### config.mk
export PLATFORM = sky130hd
export DESIGN_NAME = linescanner_capture_controller
export DESIGN_NICKNAME = d
export VERILOG_FILES = /design/src/rtl/linescanner_capture_controller.sv
export SDC_FILE = /design/constraint.sdc
export NUM_CORES = 1
export LEC_CHECK = 0
export CAP_MARGIN = 5
export CORE_UTILIZATION = 40
export CTS_BUF_LIST = sky130_fd_sc_hd__clkbuf_4 sky130_fd_sc_hd__clkbuf_8
export CTS_CLUSTER_DIAMETER = 60
export DETAILED_ROUTE_END_ITERATION = 12
export PLACE_DENSITY = 0.66
export SETUP_SLACK_MARGIN = 0.4
export SYNTH_ARGS = -nofsm -noshare
export SYNTH_HDL_FRONTEND = slang
export SYNTH_SLANG_ARGS = --single-unit
### constraint.sdc
create_clock -name m00_axis_aclk -period 7.4 [get_ports m00_axis_aclk]
set_input_delay 2.22 -clock m00_axis_aclk [delete_from_list [all_inputs] [get_ports m00_axis_aclk]]
set_output_delay 2.22 -clock m00_axis_aclk [all_outputs]
set_load 0.02 [all_outputs]
### src/rtl/linescanner_capture_controller.sv
// Line-scan capture controller: gates the pixel convertor for one frame,
// then waits for the final stream beat (or a timeout) before going idle.
module linescanner_capture_controller #(
  parameter int CNT_WIDTH     = 16,
  parameter int DRAIN_TIMEOUT = 1024
) (
  input  logic                 m00_axis_aclk,
  input  logic                 m00_axis_aresetn,
  input  logic                 start,
  input  logic                 abort,
  input  logic [CNT_WIDTH-1:0] cfg_pixels,
  input  logic [CNT_WIDTH-1:0] cfg_lines,
  input  logic                 pixel_captured,
  input  logic                 axis_tvalid,
  input  logic                 axis_tready,
  input  logic                 axis_tlast,
  output logic                 convertor_enable,
  output logic                 busy,
  output logic                 frame_done,
  output logic                 timeout_err,
  output logic [CNT_WIDTH-1:0] pixel_count,
  output logic [CNT_WIDTH-1:0] line_count,
  output logic [31:0]          beat_count
);

  typedef enum logic [1:0] {
    S_IDLE,
    S_CAPTURE,
    S_DRAIN,
    S_DONE
  } state_t;

  localparam logic [31:0] TMO_LAST = 32'(DRAIN_TIMEOUT - 1);
  localparam logic [CNT_WIDTH-1:0] ONE = CNT_WIDTH'(1);

  state_t               r_state;
  logic [CNT_WIDTH-1:0] r_cfg_pix;
  logic [CNT_WIDTH-1:0] r_cfg_line;
  logic [CNT_WIDTH-1:0] r_pix;
  logic [CNT_WIDTH-1:0] r_line;
  logic [31:0]          r_beats;
  logic [31:0]          r_drain_cnt;
  logic                 r_en;
  logic                 r_busy;
  logic                 r_done;
  logic                 r_tmo;

  logic w_beat;
  logic w_tlast_hs;
  logic w_last_pix;
  logic w_last_line;
  logic w_cfg_ok;
  logic w_tmo;

  assign w_beat      = axis_tvalid & axis_tready;
  assign w_tlast_hs  = w_beat & axis_tlast;
  assign w_last_pix  = (r_pix == r_cfg_pix - ONE);
  assign w_last_line = (r_line == r_cfg_line - ONE);
  assign w_cfg_ok    = (cfg_pixels != '0) && (cfg_lines != '0);
  assign w_tmo       = (r_drain_cnt == TMO_LAST);

  always_ff @(posedge m00_axis_aclk or negedge m00_axis_aresetn) begin
    if (!m00_axis_aresetn) begin
      r_state     <= S_IDLE;
      r_cfg_pix   <= '0;
      r_cfg_line  <= '0;
      r_pix       <= '0;
      r_line      <= '0;
      r_beats     <= '0;
      r_drain_cnt <= '0;
      r_en        <= 1'b0;
      r_busy      <= 1'b0;
      r_done      <= 1'b0;
      r_tmo       <= 1'b0;
    end else begin
      r_done <= 1'b0;
      r_tmo  <= 1'b0;
      // Abort outranks every other transition, including counting.
      if (abort && (r_state != S_IDLE)) begin
        r_state <= S_IDLE;
        r_en    <= 1'b0;
        r_busy  <= 1'b0;
      end else begin
        unique case (r_state)
          S_IDLE: begin
            if (start && !abort && w_cfg_ok) begin
              r_cfg_pix  <= cfg_pixels;
              r_cfg_line <= cfg_lines;
              r_pix      <= '0;
              r_line     <= '0;
              r_beats    <= '0;
              r_state    <= S_CAPTURE;
              r_en       <= 1'b1;
              r_busy     <= 1'b1;
            end
          end
          S_CAPTURE: begin
            if (w_beat) r_beats <= r_beats + 32'd1;
            if (pixel_captured) begin
              if (w_last_pix) begin
                r_pix <= '0;
                if (w_last_line) begin
                  r_line      <= r_cfg_line;
                  r_state     <= S_DRAIN;
                  r_en        <= 1'b0;
                  r_drain_cnt <= '0;
                end else begin
                  r_line <= r_line + ONE;
                end
              end else begin
                r_pix <= r_pix + ONE;
              end
            end
          end
          S_DRAIN: begin
            if (w_beat) r_beats <= r_beats + 32'd1;
            if (w_tlast_hs) begin
              r_state <= S_DONE;
              r_done  <= 1'b1;
            end else if (w_tmo) begin
              r_state <= S_IDLE;
              r_tmo   <= 1'b1;
              r_busy  <= 1'b0;
            end else begin
              r_drain_cnt <= r_drain_cnt + 32'd1;
            end
          end
          S_DONE: begin
            r_state <= S_IDLE;
            r_busy  <= 1'b0;
          end
        endcase
      end
    end
  end

  assign convertor_enable = r_en;
  assign busy             = r_busy;
  assign frame_done       = r_done;
  assign timeout_err      = r_tmo;
  assign pixel_count      = r_pix;
  assign line_count       = r_line;
  assign beat_count       = r_beats;

endmodule
-- Word level (Yosys, flattened, before mapping)
Cells that the tools add are included.
- $add $sub $neg: 6
- equal/unequal tests: 20
- muxes and demuxes: 42
- bitwise logic cells: 3
- reductions and logical operators: 23
- operators by type and width (operator ; count):
    2-to-1 mux 32 bit ; 7
    case mux 32 bit (2 select lines) ; 2
    2-to-1 mux 16 bit ; 6
    adder 32 x 1 -> 32 bit (second input constant) ; 2
    case mux 16 bit (2 select lines) ; 2
    adder 16 x 1 -> 16 bit (second input constant) ; 2
    == test 16 bit ; 2
    == test 32 x 10 -> 1 bit (second input constant) ; 1
    nonzero test 16 bit ; 2
    subtractor 16 x 1 -> 16 bit (second input constant) ; 2
    inequality test 3 bit (second input constant) ; 6
    2-to-1 mux 1 bit ; 15
    AND reduction 5 bit ; 3
    2-to-1 mux 2 bit ; 7
    inequality test 2 bit (second input constant) ; 6
    AND reduction 4 bit ; 3
    case mux 2 bit (4 select lines) ; 1
    nonzero test 2 bit ; 4
    AND reduction 7 bit ; 1
    == test 2 bit (second input constant) ; 2
    logical AND 1 bit ; 4
    inequality test 4 bit (second input constant) ; 1
    nonzero test 4 bit ; 1
    case mux 1 bit (3 select lines) ; 1
    10 further kinds ; 11
- register bits after elaboration: 134
- input bits: 40
- output and inout bits: 68
- logic and storage cells: 105

-- Depth between registers and ports, before layout
Gate-level depths: netlist of the first run.
- word-level depth: 7
- gate-level depth with buffers: 13
- depth with buffers taken out: 11

-- Worst setup path after synthesis of the first run
No wires, ideal clock.
- kind: in2reg
- start point: input port cfg_pixels[2]
- end point: register r_beats[8], in the netlist beat_count[8]
- library setup time: 0.132 ns
- arrival time: 3.967 ns
- required time: 7.268 ns
- path slack: 3.301 ns
- cell stages on the path: 10
- buffers on the path: 1
- cell sequence: nor4_1 nand4_1 and4_1 o2111a_1 clkbuf_1 or2_2 and3_1 nand2_1 xor2_1 nor2_1
- cells in the longest elaborated chain, start to end: 5
- RTL lines (item ; line ; text):
    from (decl) ; 11 ; input logic [CNT_WIDTH-1:0] cfg_pixels,
    nonzero test 16 bit ; 59 ; assign w_cfg_ok = (cfg_pixels != '0) && (cfg_lines != '0);
    logical AND 1 bit ; 59 ;
    logical AND 1 bit ; 86 ; if (start && !abort && w_cfg_ok) begin
    inequality test 2 bit (no source line) ; n/a ;
    AND reduction 4 bit (no source line) ; n/a ;
    to (signal assigned) ; 98 ; if (w_beat) r_beats <= r_beats + 32'd1;
    to (signal assigned) ; 116 ; if (w_beat) r_beats <= r_beats + 32'd1;
    to (decl) ; 41 ; logic [31:0] r_beats;
No other way between the ends.
A chain may end at the register's enable or synchronous reset.

-- Worst setup path after layout of the first run
- start point: input port cfg_pixels[1]
- end point: register r_cfg_pix[9]
- cells in the longest elaborated chain, start to end: 4
- RTL lines (item ; line ; text):
    nonzero test 16 bit ; 59 ;
    logical AND 1 bit ; 59 ;
    logical AND 1 bit ; 86 ;
    AND reduction 3 bit (no source line) ; n/a ;
    to (signal assigned) ; 87 ; r_cfg_pix <= cfg_pixels;
    to (decl) ; 37 ; logic [CNT_WIDTH-1:0] r_cfg_pix;
No other way between the ends.

==> results.cfg, run 1 <==
[clocking]
post_cts_resized = 0
clockBufferDepth = 2
tritoncts = done
clkTransAtPathRegs_ns = 0.08
cts_hold_buf = 0
postCtsSetupRepairBufs = 0
cts_buffers = 17
root_buffer = clkbuf_8
clkLatencyLatePin_ns = 0.44
clock-sinks = 134
htree_levels = 4

[global_route]
grt_max_degree = 74
grtUsageTotal = 0.1937
grt_use_met3 = 0.04969
grt_first_pass_wirelength_mm = 32.00
grt_overflow = 0
use_met1 = 0.2655
top_usage_layer = met2
antenna_found_initial = 0
grt_pass1_vias = 6327
use_met2 = 0.3026

[sta]
min_period_ns = 4.827
worstMarginPinSlew_ns = 1.114
hold_viol_final = 0
tns_ns = 0
timing.fmax_ghz = 0.2072
finalSetupViolCount = 0
slew_viol_final = 0
rsz0062_at_grt = false
finalCritPeriodShare = 0.6523
slew_headroom = 0.2573
setup_ws_ns = 2.573
fin_worst_skew_ns = 0.01651

[synthesis]
synth.net_count = 914
synth_top_area_frac = 0.4109
synth_area_leader_cell = dfrtp_1
ys.flop_type = dfrtp_1
async_reset_ff_frac = 1.000
syn_area_um2 = 8160
ys_seq_elements = 134
syn_area_per_cell_um2 = 9.445
yosys-top-cells-area = dfrtp_1, xor2_1, nand2_1, mux2_2, nor2_1
synth_cell_types = 65
synth_edf_count = 0
synthCells = 864
yosysWarnings = 0
ys_seq_area_frac = 0.4109

[worst_setup_path]
cp-start-kind = input port
crit_fanout = 17
worstReg2RegStart = r_state[1]$_DFFE_PN0P_
crit_required_ns = 7.73
max_stage_delay_ns = 0.58
cp_cell_sequence = clkdlybuf4s50_1 > nor4_1 > nand4_1 > and4_1 > nand2_1 > buf_4 > mux2_2
arrival_ns = 5.16
cp_slowest_cell = nand2_1
crit_type = input port to register
cp-end-kind = register
critical_path.startpoint = cfg_pixels[1]

[pwr]
switchingPower_uw = 1023
static-leakage-power_uw = 0.004000
pwr-share-clk = 0.245
power_density_nw_per_um2 = 265.8
intPower_uw = 1597
p_sw_frac = 0.3905
irDropWorstVdd_v = 0.0001534
comb_power_share = 0.348
seq_power_share = 0.406

[job]
maxCapViolations = 0

[route]
vias = 6805
wl_per_cell_um = 15.64
drt_first_pass_iters = 4
totalWireLength_mm = 19.37
drtIter0Drc = 417
post_drt_via_cell_ratio = 5.497
drc_errors = 0
ant_nets = 0

[die]
io_pins = 108
core_area_um2 = 19720
die_x_um = 144.8
fp-row-count = 51
die_area_um2 = 20980
die_y_um = 144.8
start_util = 0.4139

[placed_design]
io_buffers = 107
pre_cts_slack_ns = 2.001
dp_hpwl_mm = 13.68
gp_congestion = 0.8045

[min_path]
hold_path_class = register to register
worstHoldStart = r_cfg_pix[15]$_DFFE_PN0P_

[finish]
synthToLayoutAreaGrowth_pct = 20.81
fin_nets = 1010
antenna_cells = 0
drive_gt1_frac = 0.1192

[outcome]
outcome = finished, final reports clean
per-layer routing:
layer | wire length (um) | share of wire
met3 | 939 | 0.048
met1 | 9332 | 0.48
met4 | 175 | 0.0090
met5 | 0 | 0
met2 | 8920 | 0.46
power by group through the flow:
stage          logic [uW]  registers [uW]  clock network [uW]
3_5_place_dp          913            1080                   0
2_1_floorplan         723            1020                   0
6_report              913            1060                 643
3_3_place_gp          904            1080                   0
5_1_grt              1010            1090                 698
4_1_cts               919            1060                 663
synthesized netlist by cell type (3+ instances only):
| master | instances |
|---|---|
| o31ai_2 | 23 |
| xor2_1 | 47 |
| nor4_4 | 4 |
| nor2b_1 | 3 |
| o2bb2ai_1 | 12 |
| buf_2 | 7 |
| and2_1 | 4 |
| nand2_1 | 109 |
| o2111ai_1 | 3 |
| and4_1 | 4 |
| buf_6 | 5 |
| xnor2_1 | 29 |
| o211ai_1 | 4 |
| inv_1 | 17 |
| clkbuf_1 | 23 |
| a21oi_1 | 25 |
| mux2_2 | 33 |
| nand3_1 | 42 |
| a22o_1 | 28 |
| nor2_1 | 77 |
| or2_2 | 7 |
| nor4_1 | 23 |
| nor3_1 | 17 |
| nand2b_1 | 7 |
| o31ai_1 | 13 |
| o22ai_1 | 7 |
| or3_1 | 11 |
| mux2i_1 | 6 |
| buf_1 | 3 |
| ha_1 | 10 |
| nand4_1 | 20 |
| a211o_1 | 4 |
| nor3b_1 | 10 |
| dfrtp_1 | 134 |
| a41o_1 | 4 |
| o21ai_0 | 23 |
| a31oi_1 | 7 |
| and3_1 | 24 |
worst max-delay path: cells and delay by family:
kind	cells	cell delay, ns
buffers and inverters	2	0.82
muxes	1	0.36
and+or+nand+nor	4	1.74
flip-flops by register name, indices dropped and copies added (netlist names):
signal,cells
convertor_enable,1
pixel_count,16
frame_done,1
busy,1
r_cfg_pix,16
r_drain_cnt,32
timeout_err,1
r_cfg_line,16
r_state,2
beat_count,32
line_count,16
cell usage in the layout (no fill, tap or decap), types with 6 or more instances in the layout:
cell type,instances
inv_1,17
clkbuf_8,18
nand3_1,42
nor4_1,23
and3_1,24
o21ai_0,23
a31oi_1,7
buf_4,8
xor2_1,47
mux2_2,33
a21oi_1,25
nor3b_1,9
clkdlybuf4s50_1,106
o31ai_2,23
nor2_1,77
xnor2_1,29
mux2i_1,6
ha_1,10
nand2_1,109
nand2b_1,7
o22ai_1,7
or3_1,11
a22o_1,28
o31ai_1,13
dfrtp_1,134
or2_2,7
o2bb2ai_1,12
nand4_1,20
nor3_1,17
stage by stage:
stage	hold slack (ns)	instances	area [um2]	total power (uW)	utilization
final	0.5470	1238	9858	2620	0.5000
after CTS	0.5531	1238	9858	2646	0.5000
after floorplan	0.4900	864	8160	1740	-
after global placement	0.5101	1206	9440	1980	0.4788
after detailed placement	0.5334	1206	9440	1991	0.4788
after global routing	0.5685	1238	9858	2800	0.5000
area by class of cell:
class	count	area, um2
clock inverter	14	170.2
inverter	18	67.56
clock buffer	18	247.7
fill	1808	9859
sequential	134	3353
multi-input combinational	674	4556
timing repair buffer	115	1132
tap	265	331.6
cell families after synthesis:
family,Yosys count,synth area share
AO/OA/AOI/OAI,172,0.1682
AND/OR/NAND/NOR,377,0.2396
multiplexers,39,0.05290
buffers and inverters,56,0.03143
flip-flops,134,0.4109
XOR/XNOR,76,0.08157
adder cells (fa/ha/maj),10,0.01533
final timing paths:
path	end	slack (ns)	cells after the start
worst min register to register	r_cfg_pix[15]$_DFFE_PN0P_	0.55	1
max in group asynchronous	beat_count[11]$_DFFE_PN0P_	4.34	2
min in group asynchronous	r_cfg_pix[15]$_DFFE_PN0P_	1.77	1
worst max-delay path	r_cfg_pix[9]$_DFFE_PN0P_	2.57	7
worst min-delay path	r_cfg_pix[15]$_DFFE_PN0P_	0.55	1
worst max register to register	r_drain_cnt[2]$_DFFE_PN0P_	3.29	10
(Power assumes the default switching activity.)
==> run 2: changes to the inputs <==
Settings changed: PLACE_DENSITY 0.66 to 0.68.
Clock period 7.4 ns to 4.1 ns, I/O delays scaled along.
==> run 2 against run 1 <==
Compared with the run above:
- worst setup slack worse by 2.0 ns
- critical path depth is 4 higher
- critical endpoint is now pixel_count[14]$_DFFE_PN0P_
- sequential share of layout area is 0.56 points lower
- wire length hardly changed
- global-route usage is 0.27 points higher
- clock skew is 0.0058 ns lower
- combinational power is 88% higher
- first-iteration DRC count is 11% lower
- largest power group unchanged
- sequential cell count stayed put
- die area stayed put
- non-clock buffer count is 17 higher
==> results.cfg, run 2 (synthesis results as in run 1) <==
[min_path]
min_to = r_cfg_pix[15]$_DFFE_PN0P_
holdPathStages = 1
hold_path_class = register to register
worstHoldStart = r_cfg_pix[15]$_DFFE_PN0P_

[worst_setup_path]
rrSetupSlack_ns = 0.83
crit_type = input port to register
critPathBufInv = 3
max_stage_delay_ns = 0.49
cp_common_cell = nand4_1
path_depth = 11
arrival_ns = 3.90
cp_slowest_cell = clkdlybuf4s50_1
crit_fanout = 8
reg2reg_to = r_state[1]$_DFFE_PN0P_
critical_path.startpoint = cfg_pixels[10]
crit_required_ns = 4.46
worstReg2RegStart = r_cfg_line[0]$_DFFE_PN0P_
path_delay_family = simple AND/OR/NAND/NOR gates
worst-r2r-cell-count = 12
cp-start-kind = input port
cp-end-kind = register
cp_cell_sequence = clkdlybuf4s50_1 > nor4_1 > buf_4 > nand4_1 > nand4_1 > buf_4 > nand2_1 > and2_1 > nand4_1 > or3_1 > a21oi_1

[pwr]
static-leakage-power_uw = 0.004105
fin_total_pwr_uw = 4768
power_density_nw_per_um2 = 475.7
irDropWorstVdd_v = 0.0002865

[clocking]
clkTransAtPathRegs_ns = 0.08
htree_levels = 4
clock-sinks = 134
root_buffer = clkbuf_8
clkLatencyLatePin_ns = 0.44
clockBufferDepth = 2
tritoncts = done
cts_buffers = 17

[placed_design]
gp_congestion = 0.8591
pre_cts_slack_ns = -0.1645
dp_hpwl_mm = 13.81
io_buffers = 107

[route]
ant_nets = 0
vias = 6900
drc_errors = 0
totalWireLength_mm = 19.36
wl_per_cell_um = 15.44
drt_first_pass_iters = 4
post_drt_via_cell_ratio = 5.502
drtIter0Drc = 370

[sta]
fin_worst_skew_ns = 0.01067
slew_viol_final = 0
worstMarginPinSlew_ns = 0.7912
slew_headroom = 0.4725
finalSetupViolCount = 0
finalCritPeriodShare = 0.8631
timing.fmax_ghz = 0.2826
hold_viol_final = 0
tns_ns = 0
min_period_ns = 3.539
rsz0062_at_grt = false
setup_ws_ns = 0.5613

[finish]
layout_commonest_cell = dfrtp_1
fin_nets = 1027
drive_gt1_frac = 0.1345
antenna_cells = 0
fillers = 1842
register_area_um2 = 3353
multi_input_area_um2 = 4568
layout_common_cells = dfrtp_1, nand2_1, clkdlybuf4s50_1
synthToLayoutAreaGrowth_pct = 22.85
fin_util = 0.5084

[die]
fp-row-count = 51
die_area_um2 = 20980
die_y_um = 144.8
start_util = 0.4139
core_area_um2 = 19720
die_x_um = 144.8
io_pins = 108

[outcome]
outcome = finished, final reports clean

[global_route]
grt_pass1_vias = 6699
grtUsageTotal = 0.1963
grt_overflow = 0
grt_max_degree = 72
antenna_found_initial = 0
grt_first_pass_wirelength_mm = 32.74

[job]
maxCapViolations = 0
-- run 2: cell types whose count changed in the layout (fill, tap and decap cells not counted), sizes merged --
cell,delta
inv,-3
clkinv,+4
clkbuf,-1
buf,+17
clkinvlp,-1
-- run 2: how the worst max path moves through the flow --
stage / slack, ns / end
final: 0.56 / pixel_count[14]$_DFFE_PN0P_
after floorplan: 0.99 / beat_count[8]$_DFFE_PN0P_
after global routing: 0.44 / pixel_count[14]$_DFFE_PN0P_
after global placement: -0.08 / beat_count[24]$_DFFE_PN0P_
after detailed placement: -0.16 / beat_count[22]$_DFFE_PN0P_
after CTS: 0.53 / beat_count[22]$_DFFE_PN0P_
-- run 2: stage by stage --
step	cells	area (um2)	hold slack, ns
after detailed placement	1221	9590	0.5225
after floorplan	864	8160	0.4900
final	1254	10020	0.5433
after global placement	1221	9590	0.5133
after global routing	1254	10020	0.5800
after CTS	1252	9991	0.5423
-- run 2: what timing repair did --
item | in CTS | in global routing
buffers inserted | 0 | 2
gates cloned | 0 | 0
hold buffers | 0 | 0
endpoints found under the setup margin | 8 | 13
gates resized for setup | 1 | 1
pin swaps | 0 | 1
-- run 2: worst register-to-register path, stage by stage, from the launching register on --
cell      delay (ns)
dfrtp_1         0.45
inv_1           0.08
ha_1            0.27
nor2b_1         0.22
nand4b_1        0.22
xnor2_1         0.19
o22ai_1         0.18
o22ai_1         0.14
nor4_4          0.40
buf_4           0.36
nand3_1         0.18
a41o_1          0.26
a41o_1          0.20
-- run 2: final cells by class --
cell class,instances,share of cell area
clock inverter,14,0.01598
tap,265,0.03308
clock buffer,17,0.02334
timing repair buffer,132,0.1307
inverter,18,0.006740
sequential,134,0.3345
multi-input combinational,674,0.4557
-- run 2: power by group --
group	total (uW)	switching [uW]	internal (uW)
Sequential	1920	379	1540
Combinational	1720	938	784
Clock	1130	533	593
Total	4770	1850	2920
-- run 2: layer usage --
| layer | GRT usage | wire [um] | vias up |
|---|---|---|---|
| met5 | 0 | 0 | - |
| met4 | 0.06537 | 220 | 0 |
| met3 | 0.03949 | 770 | 17 |
| met2 | 0.3110 | 9054 | 127 |
| met1 | 0.2668 | 9316 | 3359 |
| li1 | - | - | 3397 |
